==> config.mk <==
export PLATFORM = sky130hd
export DESIGN_NAME = tdm_frame_sender
export DESIGN_NICKNAME = d
export VERILOG_FILES = /design/src/rtl/tdm_pkg.sv /design/src/rtl/tdm_hold_timer.sv /design/src/rtl/tdm_frame_sender.sv
export SDC_FILE = /design/constraint.sdc
export NUM_CORES = 1
export LEC_CHECK = 0
export ABC_AREA = 1
export CORE_ASPECT_RATIO = 0.5
export CORE_UTILIZATION = 53
export CTS_BUF_LIST = sky130_fd_sc_hd__clkbuf_8
export DETAILED_ROUTE_END_ITERATION = 6
export PLACE_DENSITY = 0.89
export SLEW_MARGIN = 20
export SYNTH_ARGS = -nofsm -noshare
export SYNTH_HDL_FRONTEND = slang
export SYNTH_SLANG_ARGS = --single-unit
==> constraint.sdc <==
create_clock -name clk -period 1.86 [get_ports clk]
set_clock_uncertainty 0.1 [all_clocks]
set_input_delay 0.372 -clock clk [delete_from_list [all_inputs] [get_ports clk]]
set_output_delay 0.372 -clock clk [all_outputs]
set_load 0.01 [all_outputs]
==> src/rtl/tdm_pkg.sv <==
// tdm_pkg: shared constants, FSM state type and channel extraction for the TDM frame sender.
package tdm_pkg;
  localparam int NUM_CH = 8;
  localparam int SEL_W = 3;
  localparam int MAX_W = 32;
  typedef enum logic {IDLE, SEND} state_t;
  // Frame is zero-extended to the widest supported byte width so one function serves any DATA_W <= MAX_W.
  function automatic logic [MAX_W-1:0] ch_word(input logic [NUM_CH*MAX_W-1:0] f, input int unsigned w, input logic [SEL_W-1:0] k);
    return MAX_W'(f >> (32'(k) * w));
  endfunction
endpackage

==> src/rtl/tdm_hold_timer.sv <==
// tdm_hold_timer: counts HOLD enabled cycles per channel and pulses tc_o on the last one.
module tdm_hold_timer #(
  parameter int HOLD = 4
) (
  input  logic clk,
  input  logic rst_n,
  input  logic clear_i,
  input  logic enable_i,
  output logic tc_o
);
  localparam int CW = (HOLD > 1) ? $clog2(HOLD) : 1;
  localparam logic [CW-1:0] LAST = CW'(HOLD - 1);
  logic [CW-1:0] cnt_q;
  assign tc_o = enable_i && cnt_q == LAST;
  always_ff @(posedge clk or negedge rst_n)
    if (!rst_n) cnt_q <= '0;
    else if (clear_i || tc_o) cnt_q <= '0;
    else if (enable_i) cnt_q <= cnt_q + 1'b1;
endmodule

==> src/rtl/tdm_frame_sender.sv <==
// tdm_frame_sender: accepts an 8-channel frame and presents each channel byte with its select for HOLD cycles.
module tdm_frame_sender
  import tdm_pkg::*;
#(
  parameter int DATA_W = 8,
  parameter int HOLD = 4
) (
  input  logic                     clk,
  input  logic                     rst_n,
  input  logic                     iValid,
  input  logic [NUM_CH*DATA_W-1:0] iFrame,
  output logic                     oReady,
  output logic [DATA_W-1:0]        oData,
  output logic                     A,
  output logic                     B,
  output logic                     C,
  output logic                     oBusy,
  output logic                     oFrameDone
);
  localparam int FW = NUM_CH * DATA_W;
  localparam int PW = NUM_CH * MAX_W;
  state_t state_q;
  logic [FW-1:0] frame_q;
  logic [DATA_W-1:0] data_q;
  logic [SEL_W-1:0] ch_q, ch_d;
  logic done_q, tc, last, accept;
  logic [DATA_W-1:0] next_byte;
  tdm_hold_timer #(.HOLD(HOLD)) u_timer (
    .clk(clk),
    .rst_n(rst_n),
    .clear_i(accept),
    .enable_i(state_q == SEND),
    .tc_o(tc)
  );
  assign last = tc && ch_q == SEL_W'(NUM_CH - 1);
  assign oReady = state_q == IDLE || last;
  assign accept = iValid && oReady;
  assign ch_d = ch_q + 1'b1;
  assign next_byte = DATA_W'(ch_word(PW'(frame_q), DATA_W, ch_d));
  assign oData = data_q;
  assign {A, B, C} = ch_q;
  assign oBusy = state_q == SEND;
  assign oFrameDone = done_q;
  // A same-cycle accept at end of frame takes priority so the next frame starts without a gap.
  always_ff @(posedge clk or negedge rst_n)
    if (!rst_n) begin
      state_q <= IDLE;
      frame_q <= '0;
      data_q <= '0;
      ch_q <= '0;
      done_q <= 1'b0;
    end else begin
      done_q <= last;
      if (accept) begin
        state_q <= SEND;
        frame_q <= iFrame;
        data_q <= iFrame[DATA_W-1:0];
        ch_q <= '0;
      end else if (last) begin
        state_q <= IDLE;
        data_q <= '0;
        ch_q <= '0;
      end else if (tc) begin
        data_q <= next_byte;
        ch_q <= ch_d;
      end
    end
endmodule
==> flow_summary.ini, run 1 <==
[outcome]
status = finished, final reports clean

[routing]
first_pass_iters = 4
wl_um = 9493
num_vias = 3510
drt-initial-drc-count = 283
vias_per_cell = 5.102
drc_errors = 0
wl_per_cell_um = 13.80
ant_nets = 0

[yosys]
syn_inst = 501
yosysSeqAreaShare_pct = 50.79
synthMuxAreaShare_pct = 0
ys_ff_latch = 79
netlist_area_sq_mm = 0.003892
synth_common_cells = nand2_1, dfrtp_1, inv_1
yosysWarnings = 0
ys_async_sr_fraction_pct = 100.0
ys_types = 25
synth-main-ff-cell = dfrtp_1
synth_edf_count = 0
yosysMostFrequentCell = nand2_1
synth_top_family_by_area = simple AND/OR/NAND/NOR gates
syn-num-nets = 571
avgSynthCellArea_sq_um = 7.769
yosys.area.top_type_share_pct = 50.79
synth_fa_ha_area_share_pct = 0.9643
netlist_top_cells_area = dfrtp_1, nand2_1, inv_1, nand3_1, o21ai_0
synth_top_area_cell = dfrtp_1
synth-simple-area-share_pct = 28.99
synth_xor_area_share_pct = 0
synth_compound_area_share_pct = 8.679

[timing]
setup_viol = 0
slew_viol_final = 0
finalHoldViolCount = 0
holdWs_ps = 378.1
period_needed_ps = 1832
max_freq_mhz = 546.0
finalCritPeriodShare_pct = 98.47
worst_pin_slew_ps = 408.8
slew_headroom_pct = 72.75

[setup_path]
cp-startpoint = ch_q[0]$_DFFE_PN0P_
crit_path_end_kind = output port
path_common_cell = nand2_4
reg2reg_depth = 10
reg2reg_from = ch_q[0]$_DFFE_PN0P_
worst_ep_arrival_time_ps = 1360
reg2reg_slack_ps = 110
crit_family = flip-flops
path_buf_inv = 1
timing.rr.end = frame_q[8]$_DFFE_PN0P_
cpPeakStageDelay_ps = 390
criticalPathCategory = reg -> out
cp.required_ps = 1390
slowest_stage = dfrtp_1
crit_path_start_kind = flop
cp_max_fo = 2
path_cells = ha_2 > ha_4 > nand2_4 > nand2_4 > buf_6

[grt]
antenna_found_initial = 0
track_usage_pct = 26.72
grt_pass1_vias = 3339
grt_pass1_wl_um = 15550
grt_max_degree = 36
overflow = 0

[pwr]
total_power_mw = 8.609
vdd_drop_max_mv = 0.6330
p_per_area_mw_per_mm2 = 1673
leakage_nw = 2.618

[place]
dp_hpwl_um = 6787
gp_congestion = 0.8317
placed_cells = 667
port_buffers = 80

[finish]
multi_input_area_sq_mm = 0.001533
seq_area_sq_mm = 0.001978
layout.nets = 663
drive_above_1_share_pct = 11.07
final_cells = 688
fillers = 493
diodes = 0
area_growth_pct = 32.21

[die]
fp.coreArea_sq_mm = 0.006884
rows = 21
die_x_um = 123.2
ios = 81
die_area_sq_mm = 0.007712
die_y_um = 62.60
initial_utilization_pct = 56.54

[clock_network]
cts_buffers = 9
clockBufferDepth = 2
clock-sinks = 79
root_buffer = clkbuf_8
h-tree-depth = 3
clock_latency_ps = 360
cts_tree = yes
clkTransAtPathRegs_ps = 70

[flow_run]
cap_violations = 0

[worst_hold_path]
min_path_type = in -> async
repair_timing:
| item | in CTS | in global routing |
|---|---|---|
| resized for setup | 12 | 10 |
| pin swaps | 0 | 2 |
| endpoints found under the setup margin | 11 | 69 |
| buffers inserted | 0 | 4 |
| cloned | 0 | 2 |
| hold endpoints to repair | 28 | 0 |
| hold buffers | 1 | 0 |
layer usage:
| metal | global-route usage [%] | wire, um | share of wire [%] |
|---|---|---|---|
| met1 | 37.62 | 4376 | 46 |
| met5 | 0 | 0 | 0 |
| met3 | 5.931 | 620 | 6.5 |
| met4 | 10.24 | 204 | 2.1 |
| met2 | 40.36 | 4291 | 45 |
stage by stage:
stage                     utilization, %  instance area, sq um  worst slack, ps  TNS, ps
final                              74.75                  5146            28.44        0
after global routing               74.75                  5146           -16.45   -16.45
after CTS                          72.99                  5025           -61.65   -71.27
after detailed placement           70.47                  4851           -90.72   -604.2
after global placement             70.47                  4851           -18.24   -97.99
after floorplan                        -                  3892            168.0        0
logic make-up after synthesis:
logic type | Yosys count
simple gates | 273
buf+inv | 88
flops | 79
compound gates | 58
fa+ha+maj | 3
worst max-delay path by stage:
stage	to	cells after the start	slack, ps
finish	oReady	5	30
global route	oReady	5	-20
CTS	oReady	5	-60
detailed placement	oData[3]$_DFFE_PN0P_	7	-90
global placement	oData[5]$_DFFE_PN0P_	7	-20
floorplan	frame_q[21]$_DFFE_PN0P_	10	170
sequential cells by signal, summed over array words and instances, names as in the netlist:
name	flops
frame_q	64
oData	8
ch_q	3
u_timer.cnt_q	2
oBusy	1
oFrameDone	1
worst register-to-register path, stage by stage, from the launching register on:
cell and delay [ps]:
dfrtp_1 390, ha_2 200, ha_4 170, nand2_4 70
nand2_4 60, buf_8 150, nand2_8 90, inv_8 80
buf_12 150, nand2_1 70, o21ai_0 90
final cells by class:
| type | instances | area share, % |
|---|---|---|
| inverters | 63 | 4.741 |
| clock buffers | 9 | 2.407 |
| flip-flops and latches | 79 | 38.44 |
| multi-input cells | 334 | 29.78 |
| clock inverters | 5 | 0.4133 |
| well taps | 92 | 2.237 |
| repair buffers | 106 | 21.98 |
where the power goes:
group / leakage, nW / total [mW] / internal, mW / switching, mW
Sequential: 0.961 / 2.94 / 2.57 / 0.361
Combinational: 1.57 / 4.64 / 1.96 / 2.68
Clock: 0.0885 / 1.03 / 0.450 / 0.584
Total: 2.62 / 8.61 / 4.98 / 3.63
layout by cell type (no fill, tap or decap), types with 3 or more instances in the layout:
cell	n
dfrtp_1	78
nor2_1	18
o211ai_1	6
nor2_4	3
inv_1	61
o21ai_2	4
clkbuf_8	9
o21ai_0	25
o21ai_1	18
buf_12	7
clkdlybuf4s50_1	75
or2_2	7
nand3_1	33
buf_4	16
inv_2	4
nand2_1	207
Note: power is estimated with default switching activity, not from simulation.
==> inputs of run 2 (changes only) <==
SETUP_SLACK_MARGIN = 0.5   (was unset)
==> flow_summary.ini, run 2 (same netlist as run 1, synthesis figures left out) <==
[outcome]
violations = negative setup slack
status = finished with violations

[clock_network]
clock_latency_ps = 370
clkTransAtPathRegs_ps = 80
clock-sinks = 79
clockBufferDepth = 2
cts_tree = yes
h-tree-depth = 3
root_buffer = clkbuf_8
cts_buffers = 9

[die]
die_x_um = 123.2
initial_utilization_pct = 56.54
fp.coreArea_sq_mm = 0.006884
die_area_sq_mm = 0.007712
die_y_um = 62.60
ios = 81
rows = 21

[routing]
first_pass_iters = 6
wl_per_cell_um = 18.58
ant_nets = 0
wl_um = 13080
vias_per_cell = 5.592
drt-initial-drc-count = 522
num_vias = 3937
drc_errors = 0

[worst_hold_path]
min_path_type = in -> async

[timing]
slew_headroom_pct = 72.68
finalCritPeriodShare_pct = 100.0
worst_slack_ps = -0.01210
rsz0062_at_grt = yes
period_needed_ps = 1860
setup_viol = 1
max_freq_mhz = 537.6
finalHoldViolCount = 0
slew_viol_final = 0
worst_pin_slew_ps = 409.8

[grt]
antenna_found_initial = 0
overflow = 0
grt_pass1_vias = 3549
grt_pass1_wl_um = 16970
track_usage_pct = 29.61
grt_max_degree = 52

[finish]
utilization_pct = 78.48
area_growth_pct = 38.80
drive_above_1_share_pct = 18.79
top_register = frame_q
layout_commonest_cell = nand2_1
diodes = 0
largest_reg_flops = 64
fillers = 414
layout.nets = 678
mostFrequentLayoutCells = nand2_1, dfrtp_1, clkdlybuf4s50_1

[pwr]
leakage_nw = 2.722
vdd_drop_max_mv = 0.7299
total_power_mw = 9.712
p_per_area_mw_per_mm2 = 1798

[setup_path]
crit_path_start_kind = flop
cp_max_fo = 2
crit_path_end_kind = output port
worst_ep_arrival_time_ps = 1390
cp.required_ps = 1390
criticalPathCategory = reg -> out

[place]
gp_congestion = 0.8503
port_buffers = 80
dp_hpwl_um = 6690

[flow_run]
cap_violations = 0
==> run 2: cell types whose count changed in the layout (fill, tap and decap cells not counted), moves of 4 or more <==
cell             before  now
o21ai_0              25   12
o21ai_2               4    9
nand3_1              33   23
nand3_2               0   10
o21ai_1              18   25
buf_2                 0    6
buf_6                 1    7
clkbuf_2              0    4
buf_4                16   24
clkdlybuf4s50_1      75   65
==> run 2: stage by stage <==
step / area (sq um) / std cells / setup TNS (ps) / hold WS [ps] / worst slack, ps
global placement: 4870 / 663 / 0 / 223.5 / 20.64
floorplan: 3995 / 501 / 0 / -23.59 / 222.1
finish: 5403 / 704 / -0.01210 / 373.2 / -0.01210
global route: 5403 / 704 / -466.4 / 397.1 / -91.31
detailed placement: 4870 / 663 / -105.6 / 223.1 / -47.93
CTS: 5215 / 692 / 0 / 371.9 / 34.53
==> run 2: critical path: stages (launching register included) <==
cell	delay [ps]
dfrtp_1	420
ha_4	190
ha_4	160
nand2_4	80
nand2_8	50
buf_6	110
==> run 2: layer usage <==
layer  wire (um)  GRT usage, %  up-vias
li1            -             -     1744
met1        4841         37.97     1800
met2        6104         47.56      310
met3        1481         7.664       83
met4         650         12.65        0
met5           0             0        -
==> run 2: report_power, final <==
part | internal, mW | switching [mW] | leakage, nW | total (mW)
clock network | 0.493 | 0.607 | 0.0971 | 1.10
logic | 2.25 | 3.39 | 1.66 | 5.64
registers | 2.58 | 0.390 | 0.960 | 2.97
==> run 2: what timing repair did <==
item / 4_1_cts / 5_1_grt
endpoints found under the setup margin: 90 / 90
cloned: 1 / 5
hold endpoints to repair: 28 / 0
hold buffers: 1 / 0
resized for setup: 46 / 51
buffers inserted: 12 / 7
pin swaps: 6 / 8
==> run 2: final cells by class <==
type                       instances  area (sq um)  area share [%]
multi-input combinational        334          1652           30.57
tap                               92         115.1           2.131
clock inverter                     5         20.02          0.3705
clock buffer                      10         137.6           2.547
inverter                          63         246.5           4.562
sequential                        79          1979           36.64
timing repair buffer             121          1252           23.18
==> run 2: worst paths after layout <==
| path | startpoint | slack, ps | cells after the start | end |
|---|---|---|---|---|
| min reg2reg | frame_q[38]$_DFFE_PN0P_ | 380 | 2 | frame_q[38]$_DFFE_PN0P_ |
| min in group clk | frame_q[38]$_DFFE_PN0P_ | 380 | 2 | frame_q[38]$_DFFE_PN0P_ |
| max | ch_q[1]$_DFFE_PN0P_ | -0.01 | 5 | oReady |
| max reg2reg | ch_q[1]$_DFFE_PN0P_ | -0.01 | 11 | oData[5]$_DFFE_PN0P_ |
| max in group asynchronous | rst_n | 650 | 3 | oBusy$_DFFE_PN0P_ |
| min | rst_n | 370 | 2 | frame_q[48]$_DFFE_PN0P_ |
